**src/rtl/issue_scoreboard_ctrl_pkg.sv**
```systemverilog
// Shared definitions for the issue controller: opcodes, instruction field positions, FSM encoding.
package issue_scoreboard_ctrl_pkg;
    localparam int NUM_REGS = 32;
    localparam int REG_AW   = 5;

    localparam logic [5:0] OP_RTYPE = 6'b000000;
    localparam logic [5:0] OP_ITYPE = 6'b000001;
    localparam logic [5:0] OP_JTYPE = 6'b000010;

    localparam int OPC_HI = 31;
    localparam int OPC_LO = 26;
    localparam int RS_HI  = 25;
    localparam int RS_LO  = 21;
    localparam int RT_HI  = 20;
    localparam int RT_LO  = 16;
    localparam int RD_HI  = 15;
    localparam int RD_LO  = 11;

    typedef enum logic [1:0] {
        ST_RUN   = 2'd0,
        ST_STALL = 2'd1,
        ST_FLUSH = 2'd2
    } state_e;
endpackage

```
**src/rtl/issue_scoreboard_ctrl_scoreboard_regs.sv**
```systemverilog
// Pending-write scoreboard: per-register pending bits, hazard lookup and registered popcount.
module issue_scoreboard_ctrl_scoreboard_regs
    import issue_scoreboard_ctrl_pkg::*;
(
    input  logic              clk,
    input  logic              rst_n,
    input  logic              set_en_i,
    input  logic [REG_AW-1:0] set_reg_i,
    input  logic              clr_en_i,
    input  logic [REG_AW-1:0] clr_reg_i,
    input  logic              rs_en_i,
    input  logic [REG_AW-1:0] rs_i,
    input  logic              rt_en_i,
    input  logic [REG_AW-1:0] rt_i,
    input  logic              dst_en_i,
    input  logic [REG_AW-1:0] dst_i,
    output logic              hazard_o,
    output logic [5:0]        pending_count_o
);
    logic [NUM_REGS-1:0] pend_q;
    logic [NUM_REGS-1:0] pend_clr;
    logic [NUM_REGS-1:0] pend_d;
    logic [5:0]          count_q;
    logic [5:0]          count_d;

    // The clear is applied first so that a same-cycle set of the same index wins.
    always_comb begin
        pend_clr = pend_q;
        if (clr_en_i) pend_clr[clr_reg_i] = 1'b0;
        pend_d = pend_clr;
        if (set_en_i && (set_reg_i != '0)) pend_d[set_reg_i] = 1'b1;
        count_d = '0;
        for (int i = 0; i < NUM_REGS; i++) count_d = count_d + 6'(pend_d[i]);
    end

    // Lookup uses the post-writeback view so a completing write unblocks issue immediately.
    assign hazard_o = (rs_en_i  && (rs_i  != '0) && pend_clr[rs_i])  ||
                      (rt_en_i  && (rt_i  != '0) && pend_clr[rt_i])  ||
                      (dst_en_i && (dst_i != '0) && pend_clr[dst_i]);

    always_ff @(posedge clk or negedge rst_n) begin
        if (!rst_n) begin
            pend_q  <= '0;
            count_q <= '0;
        end else begin
            pend_q  <= pend_d;
            count_q <= count_d;
        end
    end

    assign pending_count_o = count_q;
endmodule

```
**src/rtl/issue_scoreboard_ctrl.sv**
```systemverilog
// Issue controller between fetch and decode: RAW/WAW stalls via the scoreboard, jump flush sequencing.
module issue_scoreboard_ctrl
    import issue_scoreboard_ctrl_pkg::*;
#(
    parameter int FLUSH_CYCLES = 2
) (
    input  logic              clk,
    input  logic              rst_n,
    input  logic              in_valid,
    output logic              in_ready,
    input  logic [31:0]       in_instr,
    output logic              out_valid,
    input  logic              out_ready,
    output logic [31:0]       out_instr,
    input  logic              wb_valid,
    input  logic [REG_AW-1:0] wb_reg,
    output logic              stall,
    output logic              flush_req,
    output logic [5:0]        pending_count,
    output logic [1:0]        dbg_state
);
    // Handshakes: a transfer happens on a rising edge where valid && ready; the
    // producer holds its data stable while valid is high and ready is low.
    state_e      state_q;
    logic        stall_q;
    logic        flush_req_q;
    logic [3:0]  flush_cnt_q;
    logic        out_valid_q;
    logic [31:0] out_instr_q;

    logic              rs_en, rt_en, dst_en, is_jump;
    logic [REG_AW-1:0] dst;
    logic [5:0]        opcode;
    logic              hazard;
    logic              accept;

    assign opcode = in_instr[OPC_HI:OPC_LO];

    always_comb begin
        rs_en   = 1'b0;
        rt_en   = 1'b0;
        dst_en  = 1'b0;
        is_jump = 1'b0;
        dst     = '0;
        case (opcode)
            OP_RTYPE: begin rs_en = 1'b1; rt_en = 1'b1; dst_en = 1'b1; dst = in_instr[RD_HI:RD_LO]; end
            OP_ITYPE: begin rs_en = 1'b1; dst_en = 1'b1; dst = in_instr[RT_HI:RT_LO]; end
            OP_JTYPE: is_jump = 1'b1;
            default:  ;
        endcase
    end

    issue_scoreboard_ctrl_scoreboard_regs u_sb (
        .clk             (clk),
        .rst_n           (rst_n),
        .set_en_i        (accept && dst_en),
        .set_reg_i       (dst),
        .clr_en_i        (wb_valid),
        .clr_reg_i       (wb_reg),
        .rs_en_i         (rs_en),
        .rs_i            (in_instr[RS_HI:RS_LO]),
        .rt_en_i         (rt_en),
        .rt_i            (in_instr[RT_HI:RT_LO]),
        .dst_en_i        (dst_en),
        .dst_i           (dst),
        .hazard_o        (hazard),
        .pending_count_o (pending_count)
    );

    assign in_ready = (state_q == ST_RUN) && !hazard && (!out_valid_q || out_ready);
    assign accept   = in_valid && in_ready;

    always_ff @(posedge clk or negedge rst_n) begin
        if (!rst_n) begin
            state_q     <= ST_RUN;
            stall_q     <= 1'b0;
            flush_req_q <= 1'b0;
            flush_cnt_q <= '0;
            out_valid_q <= 1'b0;
            out_instr_q <= '0;
        end else begin
            flush_req_q <= 1'b0;
            if (accept) begin
                out_instr_q <= in_instr;
                out_valid_q <= 1'b1;
            end else if (out_valid_q && out_ready) begin
                out_valid_q <= 1'b0;
            end
            case (state_q)
                ST_RUN: begin
                    if (accept && is_jump) begin
                        state_q     <= ST_FLUSH;
                        flush_cnt_q <= 4'(FLUSH_CYCLES - 1);
                        flush_req_q <= 1'b1;
                    end else if (in_valid && hazard) begin
                        state_q <= ST_STALL;
                        stall_q <= 1'b1;
                    end
                end
                ST_STALL: begin
                    if (!hazard || !in_valid) begin
                        state_q <= ST_RUN;
                        stall_q <= 1'b0;
                    end
                end
                ST_FLUSH: begin
                    if (flush_cnt_q == '0) state_q <= ST_RUN;
                    else                   flush_cnt_q <= flush_cnt_q - 4'd1;
                end
                default: state_q <= ST_RUN;
            endcase
        end
    end

    assign out_valid = out_valid_q;
    assign out_instr = out_instr_q;
    assign stall     = stall_q;
    assign flush_req = flush_req_q;
    assign dbg_state = state_q;
endmodule
```
**config.mk**
```make
export PLATFORM = sky130hd
export DESIGN_NAME = issue_scoreboard_ctrl
export DESIGN_NICKNAME = d
export VERILOG_FILES = /design/src/rtl/issue_scoreboard_ctrl_pkg.sv /design/src/rtl/issue_scoreboard_ctrl_scoreboard_regs.sv /design/src/rtl/issue_scoreboard_ctrl.sv
export SDC_FILE = /design/constraint.sdc
export NUM_CORES = 1
export LEC_CHECK = 0
export BUFFER_PORTS_ARGS = -buffer_cell sky130_fd_sc_hd__buf_4
export CAP_MARGIN = 20
export CORE_MARGIN = 5
export CORE_UTILIZATION = 51
export CTS_CLUSTER_DIAMETER = 60
export DETAILED_ROUTE_END_ITERATION = 8
export GPL_ROUTABILITY_DRIVEN = 0
export PLACE_DENSITY = 0.77
export SETUP_SLACK_MARGIN = 0.15
export SYNTH_ARGS = -nofsm -noshare
export SYNTH_HDL_FRONTEND = slang
export SYNTH_HIERARCHICAL = 1
export SYNTH_SLANG_ARGS = --single-unit
```
**constraint.sdc**
```tcl
create_clock -name clk -period 6.57 [get_ports clk]
set_input_delay 1.314 -clock clk [delete_from_list [all_inputs] [get_ports clk]]
set_output_delay 1.314 -clock clk [all_outputs]
set_load 0.05 [all_outputs]
```
==> results.yml <==
die:
  initial_core_util_pct: 51.47
  die-width_um: 108.6
  die_area_mm2: 0.01180
  chipHeight_um: 108.6
  ioPinCount: 86
  rows: 36
  core-area_mm2: 0.009639
timing:
  max_freq_mhz: 118.2
  fin_crit_ps: 8458
  timing.final.ws_setup_ps: -1888
  setup_viol_count_final: 7
  fin_crit_sh_pct: 128.7
  tightest_slew_ps: 651.8
  hold_slack_ps: 513.1
  rsz0062_at_grt: "true"
  clock_skew_ps: 12.47
  slew_violations: 0
  max-slew-margin-rel_pct: 56.09
  hold_violations: 0
worst_setup_path:
  r2r_start: "u_sb/pend_q[18]"
  worst-r2r-cell-count: 26
  worstPathArrival_ps: 7140
  worst-endpoint-required_ps: 5260
  startpoint: "in_instr[31]"
  cp_slowest_cell: "or4_4"
  r2r_end: "u_sb/pending_count_o[5]"
  critPathCaptureType: "output port"
  start_kind: "primary input"
  rrSetupSlack_ps: -490
  path_max_fanout: 6
  critPathMaxStageDelay_ps: 530
  cpMostUsedCell: "buf_4"
  crit_type: "primary input to output port"
  crit_path_end: "in_ready"
synth:
  synth-main-ff-cell: "dfrtp_1"
  synth-seq-cells: 79
  synth_area_per_cell_um2: 10.69
  ys_types: 63
  yosysSeqAreaShare_pct: 39.85
  synth_edf_count: 0
  synthesis.instances: 464
  synth_area_mm2: 0.004961
  yosysWarnings: 6
  synth_fp_nets: 539
  async_flop_share_pct: 100.0
place:
  place.detailed.hpwl_mm: 11.69
  io_buffers: 85
power_and_ir_drop:
  p_per_area_mw_per_mm2: 225.8
  power.leakage_uw: 0.003564
  peakVddDrop_mv: 0.1562
final_layout:
  fin_util_pct: 76.82
  layout-drive-gt1-share_pct: 49.86
  fin_nets: 784
  area_growth_pct: 49.26
  diodes: 0
clocking:
  clk-insertion-delay-late_ps: 370
  cts-root-buf: "clkbuf_8"
  clockBufferDepth: 2
  ctsHtreeMaxLevel: 3
  cts_tree: "built"
  clk_pin_slew_ps: 90
  cts.sinks: 79
  postCtsHoldBufs: 0
  cts-buffers-inserted: 9
grt:
  grt_pass1_vias: 5202
  grt_usage_pct: 29.21
  gr-total-overflow: 0
  grt_pass1_wl_mm: 26.20
  antenna_found_initial: 0
  grt_max_degree: 80
status:
  outcome: "finished, violations left"
  violations: "setup timing"
route:
  drt-total-wl_mm: 17.21
  via_per_inst: 5.888
  drt-met1-wl_mm: 6.270
  wl_per_cell_um: 20.31
  drt_iter0_drc: 518
  ant_nets: 0
  routed-wl-met3_mm: 1.423
  dr.pass1.iters: 5
  drc: 0
  routed-wl-met2_mm: 8.341
  via_count: 4987
  routed.top_layer: "met4"
min_path:
  hp-class: "flip-flop to flip-flop"
  holdPathStages: 1
job:
  drv_cap: 0
-- sequential cells by signal, indices dropped and copies added (netlist names) --
signal and cells:
stall 1, u_sb/pending_count_o 6, dbg_state 2, flush_cnt_q 4, u_sb/pend_q 32, out_instr 32, flush_req 1, out_valid 1
-- report_power, final --
part           internal (µW)  total [µW]  leakage (µW)  switching [µW]
Sequential               559         607       0.00102            48.0
Combinational            239         622       0.00243             383
Clock                    255         442      0.000117             187
Total                   1050        1670       0.00356             619
-- layer usage --
layer | global-route usage, % | vias up
li1 | - | 2130
met1 | 33.76 | 2411
met2 | 49.78 | 325
met3 | 5.861 | 121
met4 | 18.12 | 0
met5 | 0 | -
-- timing repair --
| item | 4_1_cts | 5_1_grt |
|---|---|---|
| gates resized for setup | 12 | 24 |
| buffers inserted | 30 | 3 |
| cloned | 1 | 0 |
| endpoints found under the setup margin | 6 | 7 |
| pin swaps | 19 | 23 |
-- worst min-delay path by stage --
stage	start	end
floorplan	u_sb/pend_q[0]	u_sb/pend_q[0]
global route	out_instr[16]	out_instr[16]
global placement	out_instr[26]	out_instr[26]
CTS	out_instr[15]	out_instr[15]
finish	out_instr[6]	out_instr[6]
detailed placement	out_instr[15]	out_instr[15]
-- per-stage QoR --
stage / total power [µW] / cells / setup slack (ps) / instance area [µm²] / setup TNS (ps)
after floorplan: 970.8 / 464 / -2198 / 5062 / -11940
after global placement: 1155 / 796 / -1941 / 6745 / -10600
after detailed placement: 1172 / 796 / -2153 / 6745 / -11730
after CTS: 1647 / 843 / -1667 / 7274 / -10400
after global routing: 1731 / 847 / -2055 / 7405 / -13130
final: 1672 / 847 / -1888 / 7405 / -11640
-- cells by family (layout without fill, tap and decap cells) --
logic type,Yosys count,after routing,share of synthesized area (%)
AOI/OAI and AO/OA,114,114,15.01
xor gates and xnor gates,3,3,0.5297
adders and majority gates,33,33,11.95
buffers and inverters,72,321,5.624
DFF,79,79,39.85
muxes,58,58,14.85
and+or+nand+nor,105,106,12.18
-- placed cells by master, fill, tap and decap left out, types with 3 or more instances in the layout --
cell type / count
o21a_1: 11
o2111ai_1: 5
nor3_1: 4
or2_2: 3
o311ai_1: 3
o22ai_1: 4
or3b_2: 4
dfrtp_1: 79
mux4_2: 8
buf_4: 237
mux2i_1: 16
o21ai_0: 43
bufinv_16: 3
inv_1: 50
nand2_1: 16
fa_1: 22
ha_1: 9
o211ai_1: 7
nor2_1: 24
clkbuf_8: 9
o21ai_1: 5
o21ai_2: 4
mux2_2: 33
nand3_1: 3
nor2_4: 5
a21oi_1: 6
nand3b_1: 11
buf_6: 10
nand2b_1: 5
nor2b_1: 3
inv_2: 6
-- synthesized netlist by cell type, types with 2 or more instances --
library cell | number | area [µm²]
dfrtp_1 | 79 | 1977
inv_1 | 56 | 210.2
o21ai_0 | 52 | 260.3
mux2_2 | 33 | 371.6
nor2_1 | 29 | 108.9
fa_1 | 24 | 480.5
nand2_1 | 17 | 63.81
mux2i_1 | 16 | 160.2
o21a_1 | 12 | 90.09
nand3b_1 | 11 | 82.58
ha_1 | 9 | 112.6
a21oi_1 | 8 | 40.04
mux4_2 | 8 | 180.2
buf_2 | 7 | 35.03
o211ai_1 | 7 | 52.55
nand2b_1 | 6 | 37.54
clkbuf_1 | 5 | 18.77
o2111ai_1 | 5 | 43.79
buf_1 | 4 | 15.01
nand3_1 | 4 | 20.02
nor2b_1 | 4 | 25.02
nor3_1 | 4 | 20.02
o22ai_1 | 4 | 25.02
or2_2 | 4 | 25.02
or3b_2 | 4 | 35.03
a211oi_1 | 3 | 22.52
o311ai_0 | 3 | 26.28
xnor2_1 | 3 | 26.28
a21o_1 | 2 | 15.01
nor4_1 | 2 | 12.51
o21ai_1 | 2 | 10.01
o21bai_1 | 2 | 15.01
o311a_1 | 2 | 20.02
o311ai_1 | 2 | 17.52
or3_1 | 2 | 12.51
or3b_1 | 2 | 17.52
-- layout make-up --
cell class	count	area [µm²]
clock inverter	6	115.1
timing repair buffer	249	1939
tap	133	166.4
inverter	56	210.2
fill	629	2235
multi-input combinational	314	2869
sequential	79	1977
clock buffer	10	127.6
-- worst max-delay path, delay by kind of cell --
family                 cells  cell delay [ps]
buffers and inverters     29             3590
and+or+nand+nor            8             1360
AOI/OAI and AO/OA          5              880
Power figures use the tool's default switching activity.
